===== src/rtl/fetch_prefetch.sv =====
// Fetch stage with an in-order prefetch queue between instruction memory and decode.
// Optional FETCH_STATS_EN adds saturating popped/dropped instruction counters.
module fetch_prefetch #(
    parameter int              XLEN     = 32,
    parameter int              DEPTH    = 4,
    parameter logic [XLEN-1:0] RESET_PC = '0
) (
    input  logic            clock,
    input  logic            reset,
    input  logic [1:0]      contMux4,
    input  logic [XLEN-1:0] brPC,
    input  logic [XLEN-1:0] intExtend,
    input  logic [XLEN-1:0] intJAL,
    input  logic [XLEN-1:0] intJALR,
    output logic            memReqValid,
    input  logic            memReqReady,
    output logic [XLEN-1:0] memAddr,
    input  logic            memRspValid,
    input  logic [XLEN-1:0] memRspData,
    output logic            outValid,
    input  logic            outReady,
    output logic [XLEN-1:0] outINPUT,
    output logic [XLEN-1:0] dataPC,
    output logic [XLEN-1:0] dataPC4
`ifdef FETCH_STATS_EN
    ,
    output logic [31:0]     statFetched,
    output logic [31:0]     statDropped
`endif
);

    localparam int PW = $clog2(DEPTH);
    localparam int CW = PW + 1;

    logic [XLEN-1:0] fetchPC_r;
    logic [XLEN-1:0] qInstr_r [DEPTH];
    logic [XLEN-1:0] qPC_r    [DEPTH];
    logic [PW-1:0]   qHead_r, qTail_r;
    logic [CW-1:0]   qCount_r;
    logic [XLEN-1:0] aPC_r    [DEPTH];
    logic [PW-1:0]   aHead_r, aTail_r;
    logic [CW-1:0]   outstanding_r;
    logic [CW-1:0]   discard_r;

    logic            redirect_s;
    logic            credit_s;
    logic            reqFire_s;
    logic            rspFire_s;
    logic            rspDrop_s;
    logic            push_s;
    logic            pop_s;
    logic [XLEN-1:0] targetRaw_s;
    logic [XLEN-1:0] targetAligned_s;
    logic [CW-1:0]   outstandingNext_s;

    // Handshake decode, credit and redirect target selection.
    always_comb begin
        redirect_s  = (contMux4 != 2'd0);
        credit_s    = (({1'b0, qCount_r} + {1'b0, outstanding_r}) < (CW+1)'(DEPTH));
        memReqValid = reset && !redirect_s && credit_s;
        memAddr     = fetchPC_r;
        reqFire_s   = memReqValid && memReqReady;
        // A response with nothing outstanding is a protocol error and is ignored.
        rspFire_s   = memRspValid && (outstanding_r != {CW{1'b0}});
        rspDrop_s   = rspFire_s && (redirect_s || (discard_r != {CW{1'b0}}));
        push_s      = rspFire_s && !rspDrop_s;
        outValid    = (qCount_r != {CW{1'b0}});
        pop_s       = outValid && outReady;
        if (outValid) begin
            outINPUT = qInstr_r[qHead_r];
            dataPC   = qPC_r[qHead_r];
            dataPC4  = qPC_r[qHead_r] + XLEN'(4);
        end else begin
            outINPUT = '0;
            dataPC   = '0;
            dataPC4  = '0;
        end
        case (contMux4)
            2'd1:    targetRaw_s = intJAL;
            2'd2:    targetRaw_s = brPC + intExtend;
            2'd3:    targetRaw_s = intJALR & ~{{(XLEN-1){1'b0}}, 1'b1};
            default: targetRaw_s = fetchPC_r;
        endcase
        targetAligned_s   = targetRaw_s & ~{{(XLEN-2){1'b0}}, 2'b11};
        outstandingNext_s = outstanding_r + CW'(reqFire_s) - CW'(rspFire_s);
    end

    // Fetch PC, request tag FIFO and in-flight / discard accounting.
    always_ff @(posedge clock or negedge reset) begin
        if (!reset) begin
            fetchPC_r     <= RESET_PC;
            aHead_r       <= '0;
            aTail_r       <= '0;
            outstanding_r <= '0;
            discard_r     <= '0;
            for (int i = 0; i < DEPTH; i++) aPC_r[i] <= '0;
        end else if (redirect_s) begin
            // Everything still in flight belongs to the old path.
            fetchPC_r     <= targetAligned_s;
            aHead_r       <= '0;
            aTail_r       <= '0;
            outstanding_r <= outstandingNext_s;
            discard_r     <= outstandingNext_s;
        end else begin
            if (reqFire_s) begin
                fetchPC_r      <= fetchPC_r + XLEN'(4);
                aPC_r[aTail_r] <= fetchPC_r;
                aTail_r        <= aTail_r + PW'(1);
            end
            if (push_s) begin
                aHead_r <= aHead_r + PW'(1);
            end
            if (rspDrop_s) begin
                discard_r <= discard_r - CW'(1);
            end
            outstanding_r <= outstandingNext_s;
        end
    end

    // Instruction queue storage and pointers.
    always_ff @(posedge clock or negedge reset) begin
        if (!reset) begin
            qHead_r  <= '0;
            qTail_r  <= '0;
            qCount_r <= '0;
            for (int i = 0; i < DEPTH; i++) begin
                qInstr_r[i] <= '0;
                qPC_r[i]    <= '0;
            end
        end else if (redirect_s) begin
            qHead_r  <= '0;
            qTail_r  <= '0;
            qCount_r <= '0;
        end else begin
            if (push_s) begin
                qInstr_r[qTail_r] <= memRspData;
                qPC_r[qTail_r]    <= aPC_r[aHead_r];
                qTail_r           <= qTail_r + PW'(1);
            end
            if (pop_s) begin
                qHead_r <= qHead_r + PW'(1);
            end
            qCount_r <= qCount_r + CW'(push_s) - CW'(pop_s);
        end
    end

`ifdef FETCH_STATS_EN
    function automatic logic [31:0] satAdd(input logic [31:0] a, input logic [31:0] b);
        logic [32:0] sum;
        sum = {1'b0, a} + {1'b0, b};
        return sum[32] ? 32'hFFFF_FFFF : sum[31:0];
    endfunction

    logic [31:0] droppedInc_s;

    // Dropped count: discarded responses plus entries flushed by a redirect.
    always_comb begin
        droppedInc_s = 32'(rspDrop_s);
        if (redirect_s) begin
            droppedInc_s = droppedInc_s + 32'(qCount_r) - 32'(pop_s);
        end else begin
            droppedInc_s = droppedInc_s;
        end
    end

    // Saturating statistics counters.
    always_ff @(posedge clock or negedge reset) begin
        if (!reset) begin
            statFetched <= 32'd0;
            statDropped <= 32'd0;
        end else begin
            statFetched <= satAdd(statFetched, 32'(pop_s));
            statDropped <= satAdd(statDropped, droppedInc_s);
        end
    end
`endif

endmodule


===== config.mk =====
export PLATFORM = sky130hd
export DESIGN_NAME = fetch_prefetch
export DESIGN_NICKNAME = d
export VERILOG_FILES = /design/src/rtl/fetch_prefetch.sv
export SDC_FILE = /design/constraint.sdc
export NUM_CORES = 1
export LEC_CHECK = 0
export ABC_AREA = 0
export ABC_CLOCK_PERIOD_IN_PS = 2930
export BUFFER_PORTS_ARGS = -buffer_cell sky130_fd_sc_hd__buf_4
export CORE_ASPECT_RATIO = 1.5
export CORE_MARGIN = 8
export CORE_UTILIZATION = 25
export CTS_CLUSTER_SIZE = 28
export DETAILED_ROUTE_END_ITERATION = 10
export SETUP_SLACK_MARGIN = 0.4
export SLEW_MARGIN = 20
export SYNTH_ARGS = -nofsm -noshare
export SYNTH_HDL_FRONTEND = slang
export SYNTH_SLANG_ARGS = --single-unit

===== constraint.sdc =====
create_clock -name clock -period 2.93 [get_ports clock]
set_clock_uncertainty 0.2 [all_clocks]
set_input_delay 0.293 -clock clock [delete_from_list [all_inputs] [get_ports clock]]
set_output_delay 0.293 -clock clock [all_outputs]
set_load 0.005 [all_outputs]

==> qor.yml <==
outcome: "finished, violations left"
violations: "setup timing"
grt_usage_pct: 14.3
routed_wirelength_mm: 70.8
grt_max_degree: 139
synthArstFlopShare_pct: 100
synth-seq-cells: 415
rows: 132
die-area_mm2: 0.0971
place_ws_ns: -0.255
ios: 297
crit_path_start_kind: "flip-flop"
syn_to_final_growth_pct: 42.4
critPathRequiredTime_ns: 2.44
yosys_warnings: 0
initial_core_util_pct: 25.2
tritoncts: "done"
cts-root-buf: "clkbuf_16"
synth.avg_cell_area_um2: 12.7
p_leak_nw: 14.5
pwr-share-comb_pct: 26.6
max_slew_margin_pct: 42.0
cap_violations: 0
path_clk_slew_ns: 0.06
vias: 16300
cp-end-kind: "output pin"
fin_util_pct: 35.9
grt_pass1_wl_mm: 109
synth_cells: 1718
synthDistinctLibCells: 72
place_congestion: 0.853
grt_use_met3_pct: 2.52
grt_pass1_vias: 18400
drc: 0
numCtsBuffers: 43
crit_type: "flip-flop to output pin"
dieHeight_um: 378
power_mw: 18.0
hold_viol_final: 0
vias_per_cell: 4.73
p_per_area_mw_per_mm2: 579
ir_worst_vdd_v: 0.000415
ys_seq_area_share_pct: 47.6
use_met2_pct: 27.3
busiest_layer: "met2"
avgRoutedWirePerCell_um: 20.6
internal-power_mw: 12.8
antenna_found_initial: 2
seq_power_share_pct: 38.6
synth-main-ff-cell: "dfrtp_1"
cp_max_fo: 10
post-route-period-util_pct: 121
grt_overflow: 0
min_path_type: "input pin to flip-flop"
drt_iter0_drc: 743
die_w_um: 257
rsz0062_at_grt: "true"
fmax_ghz: 0.283
setup_ws_ns: -0.604
cts_buffer_depth: 3
setup_tns_ns: -23.41
finalSetupViolCount: 187
drive_gt1_share_pct: 52.5
numPortBuffers: 286
fin_nets: 2488
syn_area_mm2: 0.0218
grt_use_met1_pct: 15.6
synth_edf_count: 0
first_pass_iters: 5
worstSkewPairLatency_ns: 0.60
fillCellCount: 8285
core_mm2: 0.0864
clock_power_share_pct: 34.8
switching_share_pct: 28.7
power.switching_mw: 5.16
cts_max_level: 2
finalMaxSlewViolations: 0
dp_hpwl_mm: 50.1
period_minus_slack_ns: 3.53
antenna_left: 0
worstMarginPinSlew_ns: 0.871
arrival_ns: 3.04
numClockSinks: 415
==> cell usage after synthesis (8+ instances only) <==
library cell,instances,area (um^2)
dfrtp_1,415,10400
mux2_2,363,4090
nand2_1,107,402
mux4_2,99,2230
and2_1,82,513
nor2_1,72,270
clkbuf_1,69,259
o21ai_0,51,255
a21oi_1,48,240
ha_1,48,601
nand3_1,34,170
xnor2_1,34,298
xor2_1,33,289
inv_1,26,97.6
a21o_1,17,128
a31oi_1,15,93.8
buf_2,15,75.1
nand4_1,15,93.8
nor3_1,15,75.1
buf_1,14,52.6
and3_1,11,68.8
a211oi_1,9,67.6
mux2i_1,9,90.1
buf_4,8,60.1
==> kinds of logic after synthesis <==
family,Yosys count,synth area share [%]
and+or+nand+nor,378,8.79
xor gates and xnor gates,67,2.69
DFF,415,47.6
other,1,0.0172
AOI/OAI and AO/OA,199,5.84
adders and majority gates,50,2.94
buffers and inverters,137,2.69
muxes,471,29.4
==> layout make-up <==
| type | count | area (um^2) | share of cell area (%) |
|---|---|---|---|
| Multi-Input combinational cell | 1171 | 11700 | 37.8 |
| Sequential cell | 415 | 10400 | 33.5 |
| Timing Repair Buffer | 613 | 5780 | 18.6 |
| Tap cell | 1139 | 1430 | 4.59 |
| Clock buffer | 50 | 1140 | 3.68 |
| Clock inverter | 29 | 473 | 1.52 |
| Inverter | 27 | 104 | 0.335 |
| Antenna cell | 1 | 2.50 | 0.00806 |
==> repair_timing <==
item	in CTS	in global routing
pin swaps	73	56
endpoints found under the hold margin	208	1
endpoints found under the setup margin	250	254
cloned	16	0
hold buffers	86	2
gates resized for setup	195	80
buffers inserted	46	23
==> layout by cell type (no fill, tap or decap), types with 19 or more instances in the layout <==
cell type and instances:
dlygate4sd3_1 88, xor2_1 31, dfrtp_1 411, buf_4 420, buf_6 54, ha_1 42
inv_1 19, o21ai_0 26, mux2_2 353, clkbuf_16 43, nand2_1 78, nand3_1 23
and2_1 73, buf_12 30, a21oi_1 43, nor2_1 66, mux4_2 99, xnor2_1 28
==> worst max-delay path: stages, from the launching register on <==
cell and delay, ns:
dfrtp_4 0.42, buf_4 0.19, buf_12 0.17, mux4_2 0.57
and3_1 0.24, and2_1 0.21, buf_4 0.15, nand4_1 0.11
xor2_1 0.18, nor2_1 0.06, buf_4 0.15
==> routing by layer <==
metal  vias to the layer above  wire (um)
met5                         -          0
met4                         0       2190
met3                       119       2950
met2                       411      38600
met1                      8354      27000
li1                       7404          -
==> flip-flops by register name (all words and copies together) (netlist names) <==
name,count
qInstr_r,128
aPC_r,120
qCount_r,3
qHead_r,2
outstanding_r,3
aHead_r,2
discard_r,3
memAddr,30
qTail_r,2
aTail_r,2
qPC_r,120
==> final timing paths <==
| kind | depth (start not counted) | endpoint | slack, ns | start |
|---|---|---|---|---|
| worst max register to register | 11 | discard_r[2] | -0.19 | qCount_r[2] |
| min in group asynchronous | 3 | qInstr_r[38] | 0.23 | reset |
| worst min-delay path | 5 | memAddr[20] | 0.04 | intJALR[20] |
| worst min register to register | 2 | aPC_r[38] | 0.29 | aPC_r[38] |
| max in group asynchronous | 4 | memAddr[3] | 0.90 | reset |
| worst max-delay path | 10 | dataPC4[29] | -0.60 | qHead_r[0] |
==> metrics by stage <==
step                hold slack (ns)  instances  instance area [um^2]
CTS                         0.00245       3419                 30500
finish                       0.0372       3445                 31000
global route                 0.0202       3444                 31000
floorplan                    -0.203       1723                 22000
detailed placement            0.274       3192                 26400
global placement              0.257       3192                 26400
==> power groups by stage <==
stage / sequential, mW / combinational, mW / clock, mW
2_1_floorplan: 6.87 / 2.47 / 0
3_3_place_gp: 6.94 / 4.01 / 0
3_5_place_dp: 7.03 / 4.17 / 0
4_1_cts: 6.94 / 4.64 / 6.45
5_1_grt: 7.03 / 5.21 / 6.68
6_report: 6.94 / 4.79 / 6.25
Power figures use the tool's default switching activity.
